`src/rtl/slowctrl_sched.sv`:
```
// Command scheduler sharing the panda_slowctrl serial link between a buffered
// host write channel and a periodic status poller; one command in flight at a time.
module slowctrl_sched #(
    parameter int         FIFO_DEPTH = 4,
    parameter logic [9:0] POLL_BASE  = 10'h200,
    parameter int         POLL_N     = 8,
    parameter int         GAP_CYCLES = 16,
    parameter int         BUSY_WAIT  = 4,
    parameter int         MAX_HOST   = 8
) (
    input  logic        clk_i,
    input  logic        reset_i,
    input  logic        host_wr_i,
    input  logic [9:0]  host_adr_i,
    input  logic [31:0] host_dat_i,
    output logic        host_full_o,
    output logic        host_drop_o,
    input  logic        poll_en_i,
    input  logic [31:0] poll_period_i,
    output logic        poll_overrun_o,
    output logic        slow_wr_req_o,
    output logic [9:0]  slow_wr_adr_o,
    output logic [31:0] slow_wr_dat_o,
    input  logic        slow_busy_i,
    output logic        timeout_o,
    output logic        idle_o
);

    localparam int AW        = (FIFO_DEPTH > 1) ? $clog2(FIFO_DEPTH) : 1;
    localparam int PIW       = (POLL_N > 1) ? $clog2(POLL_N) : 1;
    localparam int HCW       = $clog2(MAX_HOST + 1);
    localparam int BWW       = $clog2(BUSY_WAIT + 1);
    localparam int GAP_LAST  = (GAP_CYCLES > 0) ? GAP_CYCLES - 1 : 0;
    localparam int GW        = $clog2(GAP_LAST + 2);
    localparam int BUSY_LAST = BUSY_WAIT - 1;
    localparam int POLL_LAST = POLL_N - 1;

    localparam logic [AW:0]    DEPTH_C = FIFO_DEPTH[AW:0];
    localparam logic [HCW-1:0] MAX_C   = MAX_HOST[HCW-1:0];
    localparam logic [BWW-1:0] BLAST_C = BUSY_LAST[BWW-1:0];
    localparam logic [GW-1:0]  GLAST_C = GAP_LAST[GW-1:0];
    localparam logic [PIW-1:0] PLAST_C = POLL_LAST[PIW-1:0];

    typedef enum logic [2:0] {
        S_IDLE,
        S_ISSUE,
        S_WAIT_BUSY,
        S_WAIT_DONE,
        S_GAP
    } state_t;

    state_t         state_q, state_d;
    logic [41:0]    mem_q [FIFO_DEPTH];
    logic [AW-1:0]  wr_ptr_q, wr_ptr_d, rd_ptr_q, rd_ptr_d;
    logic [AW:0]    fifo_cnt_q, fifo_cnt_d;
    logic [PIW-1:0] poll_idx_q, poll_idx_d;
    logic [31:0]    poll_cnt_q, poll_cnt_d;
    logic           poll_pending_q, poll_pending_d;
    logic [HCW-1:0] host_cnt_q, host_cnt_d;
    logic [BWW-1:0] wb_cnt_q, wb_cnt_d;
    logic [GW-1:0]  gap_cnt_q, gap_cnt_d;
    logic           req_q, req_d;
    logic [9:0]     adr_q, adr_d;
    logic [31:0]    dat_q, dat_d;
    logic           drop_q, drop_d;
    logic           overrun_q, overrun_d;
    logic           timeout_q, timeout_d;
    logic           idle_q, idle_d;

    logic        fifo_full, fifo_empty, push, pop, tick, go, sel_poll, poll_issue;
    logic [41:0] head;

    // Full is judged on the registered count, so a pop in the same cycle never frees a slot.
    assign fifo_full  = (fifo_cnt_q == DEPTH_C);
    assign fifo_empty = (fifo_cnt_q == '0);
    assign push       = host_wr_i && !fifo_full;
    assign head       = mem_q[rd_ptr_q];

    always_comb begin
        state_d        = state_q;
        wr_ptr_d       = wr_ptr_q;
        rd_ptr_d       = rd_ptr_q;
        fifo_cnt_d     = fifo_cnt_q;
        poll_idx_d     = poll_idx_q;
        poll_cnt_d     = poll_cnt_q;
        poll_pending_d = poll_pending_q;
        host_cnt_d     = host_cnt_q;
        wb_cnt_d       = wb_cnt_q;
        gap_cnt_d      = gap_cnt_q;
        adr_d          = adr_q;
        dat_d          = dat_q;
        req_d          = 1'b0;
        timeout_d      = 1'b0;
        pop            = 1'b0;
        tick           = 1'b0;
        drop_d         = host_wr_i && fifo_full;

        if (poll_en_i && (poll_period_i != 32'd0)) begin
            if (poll_cnt_q >= poll_period_i - 32'd1) begin
                poll_cnt_d = 32'd0;
                tick       = 1'b1;
            end else begin
                poll_cnt_d = poll_cnt_q + 32'd1;
            end
        end else begin
            poll_cnt_d = 32'd0;
        end

        sel_poll   = poll_pending_q && (fifo_empty || (host_cnt_q >= MAX_C));
        go         = (state_q == S_IDLE) && !slow_busy_i && (poll_pending_q || !fifo_empty);
        poll_issue = go && sel_poll;

        // The command is latched on the edge entering ISSUE so req/adr/dat appear together.
        case (state_q)
            S_IDLE: begin
                if (go) begin
                    state_d = S_ISSUE;
                    req_d   = 1'b1;
                    if (sel_poll) begin
                        adr_d      = POLL_BASE + {{(10-PIW){1'b0}}, poll_idx_q};
                        dat_d      = 32'd0;
                        poll_idx_d = (poll_idx_q == PLAST_C) ? '0 : poll_idx_q + PIW'(1);
                        host_cnt_d = '0;
                    end else begin
                        adr_d = head[41:32];
                        dat_d = head[31:0];
                        pop   = 1'b1;
                        if (host_cnt_q != MAX_C) host_cnt_d = host_cnt_q + HCW'(1);
                    end
                end else if (fifo_empty) begin
                    host_cnt_d = '0;
                end
            end
            S_ISSUE: begin
                state_d  = S_WAIT_BUSY;
                wb_cnt_d = BWW'(1);
            end
            S_WAIT_BUSY: begin
                if (slow_busy_i) begin
                    state_d = S_WAIT_DONE;
                end else if (wb_cnt_q >= BLAST_C) begin
                    state_d   = S_GAP;
                    timeout_d = 1'b1;
                    gap_cnt_d = '0;
                end else begin
                    wb_cnt_d = wb_cnt_q + BWW'(1);
                end
            end
            S_WAIT_DONE: begin
                if (!slow_busy_i) begin
                    state_d   = S_GAP;
                    gap_cnt_d = '0;
                end
            end
            S_GAP: begin
                if (gap_cnt_q == GLAST_C) state_d = S_IDLE;
                else gap_cnt_d = gap_cnt_q + GW'(1);
            end
            default: state_d = S_IDLE;
        endcase

        // A tick coinciding with a poll issue re-arms the request rather than overrunning.
        poll_pending_d = tick ? 1'b1 : (poll_issue ? 1'b0 : poll_pending_q);
        overrun_d      = tick && poll_pending_q && !poll_issue;

        if (push) wr_ptr_d = wr_ptr_q + AW'(1);
        if (pop)  rd_ptr_d = rd_ptr_q + AW'(1);
        fifo_cnt_d = fifo_cnt_q + (AW+1)'(push) - (AW+1)'(pop);

        idle_d = (state_d == S_IDLE) && (fifo_cnt_d == '0) && !poll_pending_d;
    end

    always_ff @(posedge clk_i) begin
        if (push) mem_q[wr_ptr_q] <= {host_adr_i, host_dat_i};
    end

    always_ff @(posedge clk_i) begin
        if (reset_i) begin
            state_q        <= S_IDLE;
            wr_ptr_q       <= '0;
            rd_ptr_q       <= '0;
            fifo_cnt_q     <= '0;
            poll_idx_q     <= '0;
            poll_cnt_q     <= 32'd0;
            poll_pending_q <= 1'b0;
            host_cnt_q     <= '0;
            wb_cnt_q       <= '0;
            gap_cnt_q      <= '0;
            req_q          <= 1'b0;
            adr_q          <= 10'd0;
            dat_q          <= 32'd0;
            drop_q         <= 1'b0;
            overrun_q      <= 1'b0;
            timeout_q      <= 1'b0;
            idle_q         <= 1'b1;
        end else begin
            state_q        <= state_d;
            wr_ptr_q       <= wr_ptr_d;
            rd_ptr_q       <= rd_ptr_d;
            fifo_cnt_q     <= fifo_cnt_d;
            poll_idx_q     <= poll_idx_d;
            poll_cnt_q     <= poll_cnt_d;
            poll_pending_q <= poll_pending_d;
            host_cnt_q     <= host_cnt_d;
            wb_cnt_q       <= wb_cnt_d;
            gap_cnt_q      <= gap_cnt_d;
            req_q          <= req_d;
            adr_q          <= adr_d;
            dat_q          <= dat_d;
            drop_q         <= drop_d;
            overrun_q      <= overrun_d;
            timeout_q      <= timeout_d;
            idle_q         <= idle_d;
        end
    end

    assign host_full_o    = fifo_full;
    assign host_drop_o    = drop_q;
    assign poll_overrun_o = overrun_q;
    assign slow_wr_req_o  = req_q;
    assign slow_wr_adr_o  = adr_q;
    assign slow_wr_dat_o  = dat_q;
    assign timeout_o      = timeout_q;
    assign idle_o         = idle_q;

endmodule

```
`config.mk`:
```
export PLATFORM = sky130hd
export DESIGN_NAME = slowctrl_sched
export DESIGN_NICKNAME = d
export VERILOG_FILES = /design/src/rtl/slowctrl_sched.sv
export SDC_FILE = /design/constraint.sdc
export NUM_CORES = 1
export LEC_CHECK = 0
export BUFFER_PORTS_ARGS = -buffer_cell sky130_fd_sc_hd__clkbuf_2
export CORE_UTILIZATION = 50
export CTS_CLUSTER_DIAMETER = 50
export DETAILED_ROUTE_END_ITERATION = 12
export GPL_TIMING_DRIVEN = 0
export PLACE_DENSITY = 0.81
export SLEW_MARGIN = 10
export SYNTH_ARGS = -nofsm -noshare
export SYNTH_HDL_FRONTEND = slang
export SYNTH_SLANG_ARGS = --single-unit
```
`constraint.sdc`:
```
create_clock -name clk_i -period 5.8 [get_ports clk_i]
set_input_delay 0 -clock clk_i [delete_from_list [all_inputs] [get_ports clk_i]]
set_output_delay 0 -clock clk_i [all_outputs]
set_load 0.02 [all_outputs]
```
==> flow_metrics.tcl, run 1 <==
set metrics [dict create \
    status "finished, final reports clean" \
    synthAdderAreaFrac_pct 5.32 \
    numPortBuffers 126 \
    htree_levels 1 \
    worst_slew_pin_slew_ps 859 \
    final-setup-viol-count 0 \
    hold_violations 0 \
    syn_area_per_cell_um2 13.5 \
    seq_area_mm2 0.00719 \
    switchingPower_mw 1.56 \
    ant_nets 0 \
    hpwlAfterDp_um 16700 \
    via_count 7723 \
    yosys.area_share.simple_pct 12.0 \
    cts.clk_slew.worst_paths_ps 60 \
    drtIter0Drc 453 \
    p_leak_nw 5.24 \
    grt_use_total_pct 21.2 \
    path_class "flip-flop to flip-flop" \
    clkSinkCount 275 \
    first_pass_iters 5 \
    crit_path_start "state_q[1]$_SDFF_PP0_" \
    setup_tns_ps 0 \
    power.density_mw_per_mm2 389 \
    cp-end-kind "flip-flop" \
    finalClockSkew_ps 23.1 \
    synth_xor_area_share_pct 4.66 \
    period_minus_slack_ps 3700 \
    rsz0062_at_grt "false" \
    ff2ff_path_depth 12 \
    root_buffer "clkbuf_16" \
    drv_cap 0 \
    clock.fmax_ghz 0.270 \
    areaGrowthSynthToFinish_pct 22.2 \
    synth_mux_area_share_pct 8.20 \
    power_frac_seq_pct 43.9 \
    rows 55 \
    routed_wl_um 24900 \
    ios 127 \
    r2r-end "idle_o$_SDFF_PP1_" \
    yosysWarningCount 0 \
    cts_made_buffers 30 \
    antenna_found_initial 0 \
    layout.nets 1200 \
    peakVddDrop_mv 0.370 \
    coreArea_mm2 0.0228 \
    antennaDiodeCount 0 \
    clockBufferDepth 3 \
    hold_end "poll_pending_q$_SDFF_PP0_" \
    slew_viol_final 0 \
    cp.required_ps 6240 \
    ys_ff_latch 275 \
    r2r-start "state_q[1]$_SDFF_PP0_" \
    final.period_utilization_pct 63.9 \
    syn-num-nets 991 \
    grt_pass1_wl_um 39500 \
    syn_area_mm2 0.0117 \
    grt-ovfl-total 0 \
    clock_power_share_pct 34.2 \
    async_flop_share_pct 0 \
    use_met2_pct 37.5 \
    arrival_ps 4150 \
    busiest_layer "met2" \
    synth_top_family_by_area "simple AND/OR/NAND/NOR gates" \
    multi_input_area_mm2 0.00424 \
    max_slew_margin_pct 42.8 \
    cts_tree "built" \
    clk_latency_ps 550 \
    drc 0 \
    cellInternalPower_mw 3.98 \
    drive_gt1_share_pct 22.1 \
    synth_compound_area_share_pct 6.09 \
    ys_seq_area_share_pct 61.7 \
    hold_start "poll_period_i[31]" \
    finalNonFillerCells 1409 \
    via_per_inst 5.48 \
    crit_fanout 10 \
    synth_cell_types 59 \
    startpoint_type "flip-flop" \
    hold_path.class "input pin to flip-flop" \
    grt_pass1_vias 7738 \
    postSynthCellCount 863 \
    dp.cells 1306 \
    synthFlopType "edfxtp_1" \
    place.gp.congestion 0.884 \
    rrSetupSlack_ps 2100 \
    met1_usage_pct 26.4 \
    fp.dieW_um 155 \
    wl_per_cell_um 17.7 \
    met3_usage_pct 4.01 \
    swShare_pct 28.2 \
    holdPathStages 4 \
    fillers 1635 \
    synth_edf_count 168 \
    grt_max_degree 33 \
    p_comb_share_pct 21.9 \
    die_area_mm2 0.0239 \
    start_util_pct 51.2 \
    die_h_um 155 \
]
## layout make-up
cell class | instances | share of cell area (%)
Timing Repair Buffer | 177 | 8.40
Clock inverter | 16 | 1.19
Clock buffer | 40 | 5.82
Inverter | 22 | 0.580
Buffer | 33 | 1.08
Sequential cell | 275 | 50.4
Tap cell | 313 | 2.75
Multi-Input combinational cell | 533 | 29.7
## kinds of logic after synthesis
family / Yosys count
xor+xnor: 62
flops: 275
simple gates: 275
fa+ha+maj: 49
compound gates: 104
buf+inv: 55
mux: 43
## synth_stat cells, types with 4 or more instances
| cell type | n | area share (%) |
|---|---|---|
| and3_1 | 12 | 0.64 |
| a21oi_1 | 30 | 1.3 |
| ha_1 | 48 | 5.2 |
| mux4_2 | 42 | 8.1 |
| nand2_1 | 42 | 1.4 |
| o21ai_0 | 10 | 0.43 |
| buf_2 | 6 | 0.26 |
| nor3_1 | 17 | 0.73 |
| xnor2_1 | 36 | 2.7 |
| and4_1 | 5 | 0.38 |
| nand4_1 | 12 | 0.64 |
| nand3b_1 | 4 | 0.26 |
| clkbuf_1 | 22 | 0.71 |
| xor2_1 | 26 | 2.0 |
| nor4_1 | 7 | 0.38 |
| nor2_1 | 117 | 3.8 |
| edfxtp_1 | 168 | 43 |
| nand3_1 | 22 | 0.94 |
| inv_1 | 22 | 0.71 |
| nor2b_1 | 7 | 0.38 |
| a22oi_1 | 39 | 2.5 |
| dfxtp_1 | 107 | 18 |
| nand2b_1 | 5 | 0.27 |
## timing repair
action                                  CTS  global route
setup buffers                             0             0
resized for setup                         0             0
hold buffers                             47             0
endpoints found under the hold margin   177             0
endpoints found under the setup margin    0             0
## critical path: stages (launching register included)
cell and delay [ps]:
dfxtp_1 350, nor4_1 560, nand3_1 240, inv_1 140
clkbuf_1 490, ha_1 350, inv_1 50, ha_1 120
inv_1 50, fa_1 490, nor4b_1 240, a41oi_1 250
a211oi_1 270
## layout by cell type (no fill, tap or decap), types with 4 or more instances in the layout
master	n
a22oi_1	39
nand2_1	42
nor2_1	117
nand2b_1	5
a21oi_1	30
nor4_1	7
clkbuf_1	29
and3_1	8
clkbuf_16	31
and4_1	5
xnor2_1	36
nand4_1	12
inv_1	22
ha_1	48
nor2b_1	7
dfxtp_1	107
buf_2	6
o21ai_0	10
clkbuf_2	126
edfxtp_1	168
mux4_2	42
dlygate4sd3_1	47
nand3_1	22
nor3_1	17
clkinv_1	5
and3_2	4
xor2_1	26
nand3b_1	4
## per-stage QoR
stage          utilization (%)  area (µm²)  setup slack (ps)  total power [mW]  hold slack [ps]
2_1_floorplan                -       11700              2910              3.26             77.9
3_3_place_gp              55.7       12700              2230              3.59              215
3_5_place_dp              56.1       12800              2140              3.64              223
4_1_cts                   62.5       14200              2120              5.56              179
5_1_grt                   62.5       14200              1710              5.76              200
6_report                  62.5       14200              2100              5.54              202
## power groups by stage
stage / clock [mW] / combinational (mW) / sequential [mW]
after floorplan: 0 / 0.713 / 2.55
after global placement: 0 / 1.13 / 2.46
after detailed placement: 0 / 1.18 / 2.47
after CTS: 1.92 / 1.21 / 2.43
after global routing: 2.00 / 1.31 / 2.45
final: 1.90 / 1.21 / 2.43
## sequential cells by signal, indices dropped and copies added (netlist names), named ones only
signal,flops
gap_cnt_q,5
slow_wr_dat_o,32
slow_wr_adr_o,10
state_q,3
poll_cnt_q,32
poll_idx_q,3
host_cnt_q,4
timeout_o,1
mem_q,168
host_drop_o,1
poll_overrun_o,1
wr_ptr_q,2
rd_ptr_q,2
fifo_cnt_q,3
idle_o,1
poll_pending_q,1
wb_cnt_q,3
slow_wr_req_o,1
## worst max path at each step
stage	endpoint	slack, ps	cells past startpoint
CTS	idle_o$_SDFF_PP1_	2120	12
global placement	idle_o$_SDFF_PP1_	2230	12
global route	idle_o$_SDFF_PP1_	1710	12
detailed placement	idle_o$_SDFF_PP1_	2140	12
finish	idle_o$_SDFF_PP1_	2100	12
floorplan	idle_o$_SDFF_PP1_	2910	12
## per-layer routing
metal	share of wire [%]	wire length [µm]
met5	0	0
met4	2.1	529
met3	6.8	1690
met2	50	12400
met1	41	10300
No activity file was read; power rests on OpenSTA's default activity.
==> run 2, diff against run 1 <==
- ABC_AREA: unset -> 1
- PLACE_DENSITY: 0.81 -> 0.8
- clock period: 5.8 -> 3.9 ns (I/O delays scaled with it)
==> flow_metrics.tcl, run 2 <==
set metrics [dict create \
    status "finished, final reports clean" \
    layout.nets 1624 \
    ios 127 \
    finalNonFillerCells 1845 \
    period_minus_slack_ps 3020 \
    crit_slowest_cell "fa_1" \
    layout_common_cells "nor2_1, nand2_1, edfxtp_1" \
    start_util_pct 51.0 \
    hold_violations 0 \
    clkSinkCount 275 \
    wl_met2_um 14500 \
    drc 0 \
    coreArea_mm2 0.0244 \
    yosys-top-cells-count "nor2_1, nand2_1, edfxtp_1" \
    path_buf_inv 4 \
    synth_compound_area_share_pct 9.54 \
    final-setup-viol-count 0 \
    wl_met3_um 2080 \
    synth_top_area_share_pct 40.5 \
    wl_per_cell_um 15.7 \
    peakVddDrop_mv 0.570 \
    post-place-ws_ps 896 \
    setup_tns_ps 0 \
    ant_nets 0 \
    setup_slack_ps 879 \
    synth_xor_area_share_pct 4.15 \
    syn_area_mm2 0.0124 \
    areaGrowthSynthToFinish_pct 21.0 \
    ys_top_cells_by_area "edfxtp_1, dfxtp_1, nor2_1, nand2_1, ha_1" \
    hold_path.class "input pin to flip-flop" \
    dp.cells 1743 \
    antenna_found_initial 1 \
    yosysWarningCount 0 \
    drive_gt1_share_pct 15.9 \
    clockBufferDepth 3 \
    fp.dieW_um 160 \
    syn_area_per_cell_um2 9.65 \
    ys_ff_latch 275 \
    synth_cell_types 41 \
    clk_latency_ps 550 \
    largest_reg_flops 168 \
    final.period_utilization_pct 77.5 \
    cp.required_ps 4380 \
    crit_family "adder cells" \
    synth_mux_area_share_pct 0 \
    place.gp.congestion 0.873 \
    async_flop_share_pct 0 \
    rows 57 \
    startpoint_type "flip-flop" \
    slew_viol_final 0 \
    die_h_um 160 \
    cp-end-kind "flip-flop" \
    top_layer "met4" \
    drtIter0Drc 653 \
    grt_pass1_vias 9636 \
    root_buffer "clkbuf_16" \
    syn-num-nets 1418 \
    drv_cap 0 \
    power.density_mw_per_mm2 577 \
    die_area_mm2 0.0255 \
    via_per_inst 5.27 \
    p_leak_nw 5.90 \
    largest-register "mem_q" \
    first_pass_iters 5 \
    arrival_ps 3500 \
    synthAdderAreaFrac_pct 4.98 \
    routed_wl_um 28900 \
    synth_edf_count 168 \
    synth_top_family_by_area "simple AND/OR/NAND/NOR gates" \
    cts_made_buffers 30 \
    ys_seq_area_share_pct 57.7 \
    htree_levels 1 \
    finalClockSkew_ps 18.5 \
    synthFlopType "edfxtp_1" \
    grt-ovfl-total 0 \
    drt-met1-wl_um 11700 \
    synth_area_leader_cell "edfxtp_1" \
    finalPower_mw 8.70 \
    rsz0062_at_grt "false" \
    cts.clk_slew.worst_paths_ps 70 \
    numPortBuffers 125 \
    grt_use_total_pct 22.6 \
    via_count 9720 \
    yosysMostFrequentCell "nor2_1" \
    hpwlAfterDp_um 19400 \
    grt_pass1_wl_um 46400 \
    crit_path_max_incr_delay_ps 510 \
    clock.fmax_ghz 0.331 \
    worst_slew_pin_slew_ps 816 \
    path_class "flip-flop to flip-flop" \
    max_slew_margin_pct 45.5 \
    cts_tree "built" \
    yosys.area_share.simple_pct 18.1 \
    path_cells "nor2_1 > nand2_1 > o21ai_4 > nor2_4 > buf_6 > buf_6 > ha_1 > inv_1 > ha_1 > inv_1 > fa_1 > nand2_1 > nor2_1 > nand3_1 > nor2_1 > nand3_1 > nand2_1" \
    postSynthCellCount 1290 \
    grt_max_degree 26 \
    crit_fanout 10 \
]
run 2: cell count changes after synthesis, moves of 41 or more:
cell,change
nor2_1,+90
nand2_1,+161
inv_1,+89
mux4_2,-42
o22ai_1,+41
o21ai_0,+90
run 2: cell families (layout without fill, tap and decap cells):
kind of cell	count (synthesis)	count (layout)
adders and majority gates	49	49
and+or+nand+nor	520	520
other	0	1
DFF	275	275
AOI/OAI and AO/OA	220	220
buffers and inverters	167	397
xor gates and xnor gates	59	59
run 2: worst paths after layout:
| path | startpoint | to | slack (ps) | cells after the start |
|---|---|---|---|---|
| max | fifo_cnt_q[1]$_SDFF_PP0_ | idle_o$_SDFF_PP1_ | 880 | 17 |
| min | reset_i | host_cnt_q[3]$_SDFFE_PP0P_ | 120 | 4 |
| max reg2reg | fifo_cnt_q[1]$_SDFF_PP0_ | idle_o$_SDFF_PP1_ | 880 | 17 |
| min reg2reg | rd_ptr_q[1]$_SDFFE_PP0P_ | rd_ptr_q[1]$_SDFFE_PP0P_ | 470 | 2 |
run 2: worst min-delay path: stages:
cell	delay, ps
clkbuf_1	410
a21oi_1	120
inv_1	60
nor2_1	30
run 2: layout make-up:
type                    instances  area (µm²)
multi-input cells             848        4600
plain buffers                  45         233
well taps                     324         405
diodes                          1        2.50
repair buffers                174        1160
flip-flops and latches        275        7190
fillers                      1950        9330
clock buffers                  32         779
inverters                     122         458
clock inverters                24         234
run 2: what timing repair did:
item                                   CTS  global route
resized for setup                        0             0
hold buffers                            45             0
endpoints found under the hold margin  179             0
setup endpoints to repair                0             0
buffers inserted                         0             0
run 2: power breakdown:
part	switching [mW]	total [mW]	internal, mW	leakage, nW
registers	0.169	3.66	3.49	2.41
logic	1.48	2.17	0.693	2.99
clock network	1.20	2.87	1.67	0.499
run 2: metal layers:
| metal | track usage, % | vias to the layer above |
|---|---|---|
| met1 | 27.4 | 4558 |
| met2 | 40.6 | 333 |
| met5 | 0 | - |
| met4 | 7.92 | 0 |
| li1 | - | 4775 |
| met3 | 3.58 | 54 |
run 2: metrics by stage:
stage / area [µm²] / hold slack [ps] / utilization [%]
floorplan: 12400 / 78.0 / -
global route: 15100 / 111 / 61.8
detailed placement: 13600 / 219 / 55.8
global placement: 13500 / 216 / 55.3
finish: 15100 / 117 / 61.8
CTS: 15100 / 61.5 / 61.8
